--- src/rtl/multdiv_pkg.sv ---
// Shared types and constants for the iterative multiply/divide sequencer.
// State encoding is fixed so the datapath can decode it if needed.
package multdiv_pkg;

  localparam int WIDTH_DEF = 32;
  localparam int CNT_W_DEF = 6;

  localparam logic OP_MULT = 1'b0;
  localparam logic OP_DIV  = 1'b1;

  typedef enum logic [1:0] {
    S_IDLE = 2'd0,
    S_INIT = 2'd1,
    S_RUN  = 2'd2,
    S_DONE = 2'd3
  } state_e;

endpackage

--- src/rtl/multdiv_step_counter.sv ---
// Step index counter: sync clear beats enable.
// term flags the final step (count == WIDTH-1).
module multdiv_step_counter
  import multdiv_pkg::*;
#(
  parameter int WIDTH = WIDTH_DEF,
  parameter int CNT_W = CNT_W_DEF
) (
  input  logic             clk,
  input  logic             clr_n,
  input  logic             clr,
  input  logic             en,
  output logic [CNT_W-1:0] count,
  output logic             term
);

  logic [CNT_W-1:0] count_q;
  logic [CNT_W-1:0] count_d;

  always_comb begin
    count_d = count_q;
    if (clr) begin
      count_d = '0;
    end else if (en) begin
      count_d = count_q + CNT_W'(1);
    end
  end

  always_ff @(posedge clk) begin
    if (!clr_n) begin
      count_q <= '0;
    end else begin
      count_q <= count_d;
    end
  end

  assign count = count_q;
  assign term  = (count_q == CNT_W'(WIDTH - 1));

endmodule

--- src/rtl/multdiv_seq_ctrl.sv ---
// Sequencer for the iterative mult/div unit: INIT loads operands,
// RUN issues WIDTH steps, DONE reports result and div-by-zero.
module multdiv_seq_ctrl
  import multdiv_pkg::*;
#(
  parameter int WIDTH = WIDTH_DEF,
  parameter int CNT_W = CNT_W_DEF
) (
  input  logic             clk,
  input  logic             clr_n,
  input  logic             ctrl_mult,
  input  logic             ctrl_div,
  input  logic             divisor_zero,
  output logic             load_en,
  output logic             acc_clr,
  output logic             step_en,
  output logic             step_last,
  output logic             op_div,
  output logic [CNT_W-1:0] count,
  output logic             busy,
  output logic             data_ready,
  output logic             data_exception
);

  state_e state_q, state_d;
  logic   op_div_q, op_div_d;
  logic   exc_q, exc_d;
  logic   req;
  logic   cnt_clr;
  logic   cnt_en;
  logic   term;

  assign req = ctrl_mult | ctrl_div;

  multdiv_step_counter #(
    .WIDTH (WIDTH),
    .CNT_W (CNT_W)
  ) u_cnt (
    .clk   (clk),
    .clr_n (clr_n),
    .clr   (cnt_clr),
    .en    (cnt_en),
    .count (count),
    .term  (term)
  );

  // A request in any state restarts the sequence; mult wins a tie.
  always_comb begin
    state_d  = state_q;
    op_div_d = op_div_q;
    exc_d    = 1'b0;
    cnt_clr  = 1'b0;
    cnt_en   = 1'b0;
    if (req) begin
      state_d  = S_INIT;
      op_div_d = (ctrl_div & ~ctrl_mult) ? OP_DIV : OP_MULT;
      cnt_clr  = 1'b1;
    end else begin
      unique case (state_q)
        S_IDLE: state_d = S_IDLE;
        S_INIT: begin
          if ((op_div_q == OP_DIV) && divisor_zero) begin
            state_d = S_DONE;
            exc_d   = 1'b1;
          end else begin
            state_d = S_RUN;
          end
        end
        S_RUN: begin
          if (term) begin
            state_d = S_DONE;
            cnt_clr = 1'b1;
          end else begin
            cnt_en = 1'b1;
          end
        end
        S_DONE: state_d = S_IDLE;
      endcase
    end
  end

  always_ff @(posedge clk) begin
    if (!clr_n) begin
      state_q  <= S_IDLE;
      op_div_q <= OP_MULT;
      exc_q    <= 1'b0;
    end else begin
      state_q  <= state_d;
      op_div_q <= op_div_d;
      exc_q    <= exc_d;
    end
  end

  assign load_en        = (state_q == S_INIT);
  assign acc_clr        = (state_q == S_INIT);
  assign step_en        = (state_q == S_RUN);
  assign step_last      = step_en & term;
  assign op_div         = op_div_q;
  assign busy           = (state_q != S_IDLE);
  assign data_ready     = (state_q == S_DONE);
  assign data_exception = (state_q == S_DONE) & exc_q;

endmodule

--- config.mk ---
export PLATFORM = sky130hd
export DESIGN_NAME = multdiv_seq_ctrl
export DESIGN_NICKNAME = d
export VERILOG_FILES = /design/src/rtl/multdiv_pkg.sv /design/src/rtl/multdiv_step_counter.sv /design/src/rtl/multdiv_seq_ctrl.sv
export SDC_FILE = /design/constraint.sdc
export NUM_CORES = 1
export LEC_CHECK = 0
export ABC_AREA = 1
export CORE_AREA = 2 2 39 41
export DETAILED_ROUTE_END_ITERATION = 6
export DIE_AREA = 0 0 41 43
export DONT_BUFFER_PORTS = 1
export MAX_ROUTING_LAYER = met4
export RECOVER_POWER = 50
export SLEW_MARGIN = 20
export SYNTH_ARGS = -nofsm -noshare
export SYNTH_HDL_FRONTEND = slang
export SYNTH_SLANG_ARGS = --single-unit
--- constraint.sdc ---
create_clock -name clk -period 1.1 [get_ports clk]
set_input_delay 0.165 -clock clk [delete_from_list [all_inputs] [get_ports clk]]
set_output_delay 0.165 -clock clk [all_outputs]
set_load 0.01 [all_outputs]
Yosys cells after proc, flatten, opt, wreduce, memory -nomap -nowiden

Cells that the tools add are included.

Latch bits: 0
Output and inout bits: 14
Input bits: 5
Memories: 0
Logic and storage cells: 38
Memory bits (writable): 0
Bits in read-only memories: 0
Flip-flop bits (word level): 10

Reduce and logical (&&, ||, !) cells: 7
Equality and inequality tests: 6
Add/sub/neg operators: 1
Muxes and demuxes: 12
Multipliers: 0
Bitwise logic cells: 7
Div/mod/pow operators: 0
Order comparisons: 0
Shift operators: 0

Operators with widths:

| operator            | count |
|---|---|
| $mux 1              | 10 |
| $add 6x1->6 const B | 1 |
| $eq 6x5->1 const B  | 1 |
| $pmux 2 s3          | 1 |
| $reduce_or 2->1     | 3 |
| $eq 2x2->1 const B  | 2 |
| $and 1x1->1         | 3 |
| $ne 3x1->1 const B  | 1 |
| $not 1->1           | 3 |
| $reduce_or 3->1     | 1 |
| $eq 2x1->1 const B  | 1 |
| $logic_not 2->1     | 1 |
| $mux 2              | 1 |
| $ne 2x1->1 const B  | 1 |
| $reduce_bool 2->1   | 1 |
| $logic_and 1x1->1   | 1 |
| $or 1x1->1          | 1 |

Logic depth before layout (Yosys ltp)

Gate-level depths: netlist of the first run.

Word-level depth: 5
Mapped depth: 8
Mapped depth without buffers: 8

By module

A second synthesis of the first run with hierarchy kept.

Cell total of the unflattened synthesis: 80
Area, all modules: 565.5 um2

By module, submodules not included:

| module               | area each (um2) | cells each | times used |
|---|---|---|---|
| multdiv_seq_ctrl     | 292.8           | 42         | 1 |
| multdiv_step_counter | 272.8           | 38         | 1 |

Worst setup path after synthesis of the first run

Ideal clock, no wire load.

Path kind: register to register
Start: register u_cnt.count_q[0] (netlist: u_cnt.count[0])
End: register u_cnt.count_q[5] (netlist: u_cnt.count[5])
Stages on the path, launching flop included: 9
Library setup time: 0.115 ns
Arrival time: 1.193 ns
Setup slack: -0.208 ns
Buffers on the path: 0
Cell sequence: dfxtp_1 -> ha_1 -> nand3_2 -> nor2_4 -> nand2_1 -> nand2_2 -> inv_1 -> nand2_1 -> nor2_1

Longest elaborated chain between the ends: 5
Elaborated cells between the ends (all ways): 9
Classes of those cells: add/sub: 1; eq/ne: 1; mux: 6; reduce/logical: 1

RTL lines:

| what                      | line                       | text |
|---|---|---|
| from (decl)               | multdiv_step_counter.sv:17 | `logic [CNT_W-1:0] count_q;` |
| from (signal assigned)    | multdiv_step_counter.sv:33 | `count_q <= count_d;` |
| $eq 6x5->1                | multdiv_step_counter.sv:38 | `assign term = (count_q == CNT_W'(WIDTH - 1));` |
| $mux 1                    | multdiv_seq_ctrl.sv:70     | `if (term) begin` |
| $mux 1                    | multdiv_seq_ctrl.sv:59     | `unique case (state_q)` |
| $mux 1                    | multdiv_seq_ctrl.sv:54     | `if (req) begin` |
| $reduce_or 2->1 (no line) | -                          |  |

Parallel ways exist; a longest one is shown, timed or not.
A chain may end at the register's enable or synchronous reset.

Worst setup path in the final report of the first run

Start: register u_cnt.count_q[1] (netlist: u_cnt.count[1])
End: output port step_last

Longest elaborated chain between the ends: 2

RTL lines:

| what        | line                       | text |
|---|---|---|
| $eq 6x5->1  | multdiv_step_counter.sv:38 |  |
| $and 1x1->1 | multdiv_seq_ctrl.sv:97     | `assign step_last = step_en & term;` |
| to (decl)   | multdiv_seq_ctrl.sv:17     | `output logic step_last,` |

Every way passes these cells.

==> run_results.csv, run 1 <==
group,metric,value,unit
setup_path,critPathMaxFanout,3,
sta,rsz0062_at_grt,"yes",
run_status,status,"finished with violations",
finish,final_util,64.9,%
sta,fin_ws,-0.227,ns
setup_path,r2r_start,"u_cnt.count[1]",
setup_path,r2r_slack,-0.19,ns
logic_synthesis,synthesis.nets,89,
placed_design,place_congestion,0.762,
finish,antennaDiodeCount,0,
setup_path,r2r_cells,7,
grt,grt_pass1_wl,2540,um
clock_tree,clk_path_buf_depth,2,
sta,tightestPinTransition,0.299,ns
setup_path,worstPathRequired,0.94,ns
logic_synthesis,yosysUniqueCellTypes,17,
logic_synthesis,yosys_register_bits,10,
die,start_util,40.8,%
sta,finalHoldViolations,0,
logic_synthesis,synth_top_area_share,35.5,%
grt,grt_overflow,0,
finish,design_area,898,um2
routing,routed_wl,1580,um
logic_synthesis,yosysWarnings,0,
routing,drcViolationCount,0,
logic_synthesis,yosys-top-cells-area,"dfxtp_1, nand2_1, ha_1",
clock_tree,cts_num_sinks,10,
die,die_y,43,um
worst_hold_path,min_path_cells,2,
clock_tree,cts_tree,"done",
die,fp-row-count,14,
clock_tree,cts_max_level,1,
die,core,1380,um2
worst_hold_path,hold_start,"clr_n",
finish,final_nets,111,
finish,fillers,123,
logic_synthesis,synth_area,564,um2
logic_synthesis,ys_seq_area_share,35.5,%
sta,maxSlewHeadroom,79.9,%
setup_path,cp-end-kind,"output port",
grt,grt_pass1_vias,571,
sta,fin_skew,0.00168,ns
die,die_w,41,um
routing,num_vias,581,
grt,track_usage,22.9,%
worst_hold_path,hold_path_class,"input pin to flop",
sta,final-max-slew-violation-count,0,
power,ir_worst_vdd,0.446,mV
clock_tree,cts.clk_slew.worst_paths,0.07,ns
placed_design,dp_hpwl,1070,um
logic_synthesis,synth_top_area_cell,"dfxtp_1",
run_status,violations,"negative setup slack",
setup_path,timing.rr.end,"u_cnt.count[4]",
logic_synthesis,synth_area_per_cell,7.14,um2
routing,drt-initial-drc-count,8,
routing,firstDrtPassIters,4,
setup_path,crit_type,"flop to output port",
grt,grt_max_degree,7,
routing,drtAntennaViolNets,0,
die,die_area,1760,um2
die,io_pins,19,
sta,holdWs,0.0242,ns
routing,viasPerCell,5.01,
setup_path,critPathLaunchType,"flop",
clock_tree,cts_root_buf,"clkbuf_4",
finish,drive_above_1_share,52.0,%
power,power_density,811,nW/um2
grt,antenna_found_initial,0,
finish,areaGrowthSynthToFinish,59.2,%
routing,wl_per_cell,13.6,um
setup_path,crit_arrival,1.16,ns
sta,setup_viol,14,
clock_tree,clk_latency,0.26,ns
flow_run,max_cap_violations,0,
power,p_leak,0.353,nW
logic_synthesis,synth_cells,79,
sta,fin_crit_sh,121,%
placed_design,portBuffers,0,
clock_tree,cts_buffers,3,
worst_hold_path,hold_end,"state_q[0]",
sta,period_minus_slack,1.33,ns
placed_design,place_area,729,um2
sta,max_freq,753,MHz
-- power by group --
group | total, mW | switching, mW | internal (mW)
clock network | 0.263 | 0.132 | 0.131
registers | 0.370 | 0.00833 | 0.362
logic | 0.0960 | 0.0508 | 0.0453
total | 0.729 | 0.191 | 0.538
-- sequential cells by signal, indices dropped and copies added (netlist names) --
name	flops
exc_q	1
op_div	1
state_q	2
u_cnt.count	6
-- cells in the mapped netlist (all sizes together) --
library cell / instances
a21oi: 6
buf: 1
dfxtp: 10
ha: 5
inv: 13
nand2: 20
nand3: 4
nor2: 11
nor3: 3
o21ai: 3
xnor2: 2
xor2: 1
-- logic make-up after synthesis --
kind of cell	count (synthesis)	synth area share (%)
AO/OA/AOI/OAI	9	7.98
flip-flops	10	35.5
AND/OR/NAND/NOR	38	30.8
XOR/XNOR	3	4.66
buffers and inverters	14	9.98
adder cells (fa/ha/maj)	5	11.1
-- cell type report --
type / instances / area [um2] / share of cell area, %
Clock buffer: 3 / 22.5 / 2.51
Clock inverter: 1 / 3.75 / 0.418
Inverter: 13 / 56.3 / 6.27
Timing Repair Buffer: 18 / 156 / 17.4
Sequential cell: 10 / 213 / 23.7
Multi-Input combinational cell: 55 / 427 / 47.5
Tap cell: 16 / 20.0 / 2.23
-- worst max-delay path by stage --
stage,slack [ns],to,depth (start not counted),start
3_3_place_gp,-0.11,u_cnt.count[5],8,u_cnt.count[1]
4_1_cts,-0.23,step_last,5,u_cnt.count[1]
5_1_grt,-0.33,step_last,5,u_cnt.count[1]
6_report,-0.23,step_last,5,u_cnt.count[1]
3_5_place_dp,-0.15,u_cnt.count[0],7,u_cnt.count[1]
2_1_floorplan,-0.06,u_cnt.count[5],8,u_cnt.count[1]
-- cell usage in the layout (no fill, tap or decap) --
| cell | instances |
|---|---|
| nand3_4 | 1 |
| nand3_2 | 1 |
| nor2_4 | 3 |
| nand2_1 | 13 |
| buf_6 | 6 |
| clkbuf_4 | 3 |
| xnor2_1 | 1 |
| nor3_1 | 3 |
| clkbuf_1 | 1 |
| dlygate4sd3_1 | 1 |
| buf_4 | 10 |
| inv_1 | 6 |
| xor2_1 | 1 |
| a21oi_2 | 3 |
| nand3_1 | 2 |
| nand2_2 | 7 |
| clkinv_1 | 1 |
| o21ai_0 | 2 |
| ha_4 | 5 |
| nor2_2 | 1 |
| a21oi_1 | 3 |
| nor2_1 | 7 |
| dfxtp_1 | 6 |
| inv_2 | 4 |
| dfxtp_2 | 1 |
| xnor2_2 | 1 |
| dfxtp_4 | 3 |
| o21ai_1 | 1 |
| inv_4 | 3 |
-- stage by stage --
stage / power, mW / setup TNS (ns) / cells / setup WS (ns)
floorplan: 0.422 / -0.382 / 79 / -0.0642
CTS: 0.729 / -1.50 / 116 / -0.233
detailed placement: 0.439 / -0.974 / 108 / -0.152
global placement: 0.437 / -0.720 / 108 / -0.110
finish: 0.729 / -1.83 / 116 / -0.227
global route: 0.771 / -2.83 / 116 / -0.328
-- worst max-delay path, cell delays in order, from the launching register on --
cell and delay, ns:
dfxtp_4 0.37, ha_4 0.15, nand3_4 0.09, nor2_4 0.13
nand2_2 0.08, inv_2 0.07
-- timing repair --
item / 4_1_cts / 5_1_grt
hold buffers: 1 / 0
cloned: 0 / 0
endpoints found under the hold margin: 1 / 0
pin swaps: 8 / 6
endpoints found under the setup margin: 15 / 15
gates resized for setup: 26 / 6
buffers inserted: 3 / 1
-- layer usage --
metal  vias to the layer above  part of all wire (%)  GRT usage, %
met1                       255                    36          23.1
met2                        26                    51          35.0
met3                        12                   6.8          7.33
met4                         0                   6.6          16.7
li1                        288                     -             -
met5                         -                     0             -
Note: power is estimated with default switching activity, not from simulation.
==> run 2: changes to the inputs <==
Settings changed: ABC_AREA 1 to 0.
==> run_results.csv, run 2 <==
group,metric,value,unit
clock_tree,cts_root_buf,"clkbuf_4",
logic_synthesis,yosysMostFrequentCell,"dfxtp_1",
die,die_w,41,um
sta,maxSlewHeadroom,83.0,%
logic_synthesis,yosys-top-cells-area,"dfxtp_1, ha_1, inv_1",
finish,final_nets,103,
clock_tree,cts_max_level,1,
logic_synthesis,synthFlopType,"dfxtp_1",
setup_path,r2r_start,"state_q[0]",
setup_path,cp-startpoint,"state_q[0]",
power,power_density,806,nW/um2
sta,fin_ws,-0.249,ns
clock_tree,cts_tree,"done",
run_status,status,"finished with violations",
power,power.share.combinational,14.3,%
die,core,1380,um2
flow_run,max_cap_violations,0,
placed_design,portBuffers,0,
clock_tree,clk_latency,0.27,ns
sta,period_minus_slack,1.35,ns
routing,viasPerCell,5.15,
setup_path,crit_top_cell,"buf_4",
setup_path,cp_cell_sequence,"buf_4, buf_4, ha_4, and2_4",
sta,fin_crit_sh,123,%
sta,max_freq,741,MHz
sta,setup_viol,14,
clock_tree,cts_buffers,3,
setup_path,slowest_delay,0.36,ns
sta,finalHoldViolations,0,
worst_hold_path,hold_path_class,"input pin to flop",
routing,firstDrtPassIters,3,
finish,final_util,65.6,%
sta,rsz0062_at_grt,"yes",
grt,grt_overflow,0,
finish,drive_above_1_share,53.8,%
finish,antennaDiodeCount,0,
sta,fin_skew,0.00143,ns
setup_path,crit_type,"flop to output port",
logic_synthesis,synth_top_area_cell,"dfxtp_1",
power,p_leak,0.365,nW
logic_synthesis,synthesis.nets,72,
power,ir_worst_vdd,0.602,mV
finish,largest_reg_flops,6,
logic_synthesis,yosys_register_bits,10,
die,start_util,40.1,%
placed_design,dp_hpwl,1060,um
grt,grt_max_degree,8,
finish,multi_input_comb_area,417,um2
setup_path,cp-end-kind,"output port",
run_status,violations,"negative setup slack",
grt,antenna_found_initial,0,
die,io_pins,19,
routing,wl_per_cell,13.0,um
worst_hold_path,hold_start,"clr_n",
clock_tree,cts_num_sinks,10,
logic_synthesis,synth_top_area_share,36.1,%
die,die_y,43,um
setup_path,worstPathRequired,0.94,ns
routing,drtAntennaViolNets,0,
clock_tree,clk_path_buf_depth,2,
logic_synthesis,yosysWarnings,0,
sta,final-max-slew-violation-count,0,
logic_synthesis,synth_edf_count,0,
setup_path,critPathLaunchType,"flop",
logic_synthesis,synth_cells,62,
setup_path,cp_slowest_cell,"dfxtp_4",
die,fp-row-count,14,
setup_path,critPathMaxFanout,3,
finish,areaGrowthSynthToFinish,63.7,%
placed_design,pre_cts_slack,-0.325,ns
sta,tightestPinTransition,0.252,ns
placed_design,place_congestion,0.800,
grt,track_usage,21.2,%
routing,routed_wl,1390,um
logic_synthesis,synth_area_per_cell,8.94,um2
logic_synthesis,yosysUniqueCellTypes,29,
setup_path,crit_arrival,1.18,ns
logic_synthesis,synth_area,554,um2
routing,drcViolationCount,0,
power,internal-power,0.551,mW
finish,final_cell_mix,"buf_4, dfxtp_1, nand2_1",
die,die_area,1760,um2
power,clkPwrFrac,34.8,%
power,power_frac_seq,50.9,%
grt,grt_pass1_vias,547,
finish,fillers,131,
logic_synthesis,synthTopCellsByCount,"dfxtp_1, inv_1, ha_1, nand2_1, nor2_1",
logic_synthesis,ys_seq_area_share,36.1,%
finish,register_area,210,um2
finish,layout_commonest_cell,"buf_4",
power,p_sw,0.180,mW
logic_synthesis,ys_async_sr_fraction,0,%
routing,num_vias,551,
routing,drt-initial-drc-count,2,
clock_tree,cts.clk_slew.worst_paths,0.06,ns
grt,grt_pass1_wl,2420,um
power,swShare,24.6,%
-- run 2: logic make-up after synthesis --
group           synth area share, %
flops                          36.1
mux                            3.61
compound gates                 12.2
simple gates                   27.3
fa+ha+maj                      11.3
buf+inv                        6.32
xor+xnor                       3.16
-- run 2: area by class of cell --
cell class,count,share of cell area (%)
tap,16,2.21
clock buffer,3,2.48
multi-input combinational,44,45.9
inverter,6,2.76
sequential,10,23.2
timing repair buffer,28,23.4
-- run 2: critical path: cells and delay by family, from the launching register on --
kind	cells	cell delay, ns
AND/OR/NAND/NOR	1	0.14
adder cells (fa/ha/maj)	1	0.16
buffers and inverters	2	0.26
flip-flops	1	0.36
-- run 2: final timing paths --
kind / end / slack, ns / cells past startpoint
max: data_exception / -0.25 / 4
min: state_q[0] / 0.05 / 2
max reg2reg: u_cnt.count[5] / -0.24 / 5
min reg2reg: state_q[1] / 0.52 / 2
-- run 2: power groups by stage --
stage / Sequential (mW) / Combinational (mW) / Clock (mW)
floorplan: 0.383 / 0.0450 / 0
global placement: 0.383 / 0.0702 / 0
detailed placement: 0.384 / 0.0724 / 0
CTS: 0.373 / 0.0971 / 0.265
global route: 0.372 / 0.116 / 0.277
finish: 0.372 / 0.105 / 0.255
-- run 2: what timing repair did --
action,CTS,global route
endpoints found under the hold margin,1,0
buffers inserted,2,2
hold buffers,1,0
gates resized for setup,18,4
setup endpoints to repair,15,16
cloned,0,0
pin swaps,6,4
-- run 2: layer usage --
| layer | share of wire, % | global-route usage (%) | wire [um] |
|---|---|---|---|
| met1 | 42 | 25.2 | 590 |
| met2 | 50 | 30.3 | 697 |
| met3 | 4.4 | 5.24 | 61 |
| met4 | 2.9 | 14.0 | 41 |
| met5 | 0 | - | 0 |
-- run 2: per-stage QoR --
step	std cells	TNS, ns	instance area [um2]	hold WS, ns	power, mW
finish	107	-1.65	907	0.0496	0.731
detailed placement	99	-1.05	767	0.248	0.456
floorplan	62	-0.856	593	0.244	0.428
global route	107	-2.46	907	0.0745	0.766
global placement	99	-0.831	767	0.246	0.453
CTS	105	-1.72	878	0.0469	0.735
==> run 3: changes to the inputs <==
Settings changed: PLACE_DENSITY_LB_ADDON set to 0.08.
==> run_results.csv, run 3 (same netlist as run 2, synthesis figures left out) <==
group,metric,value,unit
worst_hold_path,hold_path_class,"input pin to flop",
routing,firstDrtPassIters,2,
grt,grt_max_degree,8,
die,start_util,40.1,%
placed_design,place_congestion,0.790,
grt,grt_pass1_wl,2040,um
routing,routed_wl,1400,um
grt,grt_pass1_vias,482,
finish,largest_reg_flops,6,
sta,maxSlewHeadroom,81.4,%
setup_path,crit_arrival,1.17,ns
routing,drcViolationCount,0,
placed_design,dp.cells,98,
sta,period_minus_slack,1.33,ns
finish,drive_above_1_share,57.1,%
grt,gr-usage-met2,27.2,%
sta,fin_skew,0.00622,ns
setup_path,worstPathRequired,0.94,ns
sta,rsz0062_at_grt,"yes",
clock_tree,clk_path_buf_depth,2,
sta,final-max-slew-violation-count,0,
finish,layout_commonest_cell,"buf_4",
clock_tree,cts_root_buf,"clkbuf_4",
run_status,status,"finished with violations",
die,die_y,43,um
setup_path,cp-end-kind,"output port",
routing,wl_per_cell,13.1,um
grt,track_usage,18.2,%
placed_design,dp_hpwl,964,um
finish,final_nets,103,
clock_tree,cts_num_sinks,10,
clock_tree,cts_max_level,1,
power,power_density,781,nW/um2
sta,holdWs,0.0512,ns
run_status,violations,"negative setup slack",
die,core,1380,um2
finish,areaGrowthSynthToFinish,68.8,%
routing,num_vias,550,
setup_path,r2r_slack,-0.22,ns
finish,antennaDiodeCount,0,
power,ir_worst_vdd,0.541,mV
sta,max_freq,752,MHz
sta,fin_ws,-0.231,ns
setup_path,critPathLaunchType,"flop",
finish,final_cell_mix,"buf_4, dfxtp_1, buf_6",
sta,tightestPinTransition,0.279,ns
setup_path,critPathMaxFanout,3,
grt,grt_overflow,0,
grt,use_met1,21.2,%
sta,fin_setup_tns,-1.69,ns
clock_tree,cts.clk_slew.worst_paths,0.07,ns
setup_path,crit_type,"flop to output port",
die,die_w,41,um
sta,finalHoldViolations,0,
die,fp-row-count,14,
routing,viasPerCell,5.14,
power,power,0.731,mW
die,die_area,1760,um2
grt,use_met3,4.71,%
sta,setup_viol,14,
routing,drt-initial-drc-count,5,
clock_tree,clk_latency,0.27,ns
sta,fin_crit_sh,121,%
power,p_leak,0.376,nW
grt,top_usage_layer,"met2",
clock_tree,cts_buffers,3,
placed_design,portBuffers,0,
finish,fin_cells,107,
die,io_pins,19,
routing,drtAntennaViolNets,0,
clock_tree,cts_tree,"done",
grt,antenna_found_initial,0,
flow_run,max_cap_violations,0,
==> run 3: cell count changes in the layout (fill, tap and decap cells not counted) <==
cell,previous run,this run
buf_6,2,5
buf_4,23,21
a221oi_1,1,0
a221oi_2,0,1
clkbuf_1,2,1
dfxtp_1,6,7
dfxtp_2,2,1
nand2_1,4,3
nand2_2,0,1
nor4b_1,1,0
nor4b_2,0,1
==> run 3: report_power, final <==
| group | total [mW] | leakage [nW] | switching, mW | internal, mW |
|---|---|---|---|---|
| combinational | 0.108 | 0.279 | 0.0488 | 0.0591 |
| sequential | 0.371 | 0.0829 | 0.00575 | 0.366 |
| clock | 0.252 | 0.0138 | 0.126 | 0.126 |
| total | 0.731 | 0.376 | 0.180 | 0.551 |
==> run 3: metal layers <==
layer,wire [um],vias up,share of wire (%)
met3,52,4,3.7
li1,-,282,-
met4,25,0,1.8
met5,0,-,0
met2,702,11,50
met1,624,253,44
==> run 3: timing repair <==
item	in CTS	in global routing
hold buffers	1	0
pin swaps	6	3
setup endpoints to repair	14	16
endpoints found under the hold margin	1	0
resized for setup	23	5
buffers inserted	4	2
==> run 3: worst max-delay path: stages (launching register included) <==
cell	delay, ns
dfxtp_4	0.36
inv_4	0.04
ha_4	0.16
buf_4	0.13
buf_6	0.10
buf_6	0.11
==> run 3: area by class of cell <==
| class | instances | area [um2] |
|---|---|---|
| clock buffer | 3 | 22.5 |
| fill | 109 | 448 |
| inverter | 6 | 25.0 |
| multi-input combinational | 44 | 432 |
| sequential | 10 | 209 |
| tap | 16 | 20.0 |
| timing repair buffer | 28 | 228 |
==> run 3: final timing paths <==
check	start	endpoint	cells after the start
worst min register to register	u_cnt.count[5]	u_cnt.count[5]	2
worst min-delay path	clr_n	state_q[0]	2
worst max register to register	state_q[0]	u_cnt.count[5]	5
worst max-delay path	state_q[0]	step_en	5
==> run 3: per-stage QoR <==
step / utilization [%] / cell area, um2 / setup slack (ns)
after detailed placement: 54.9 / 759 / -0.319
after global routing: 67.6 / 936 / -0.286
final: 67.6 / 936 / -0.231
after floorplan: - / 593 / -0.286
after global placement: 54.9 / 759 / -0.278
after CTS: 64.8 / 897 / -0.223
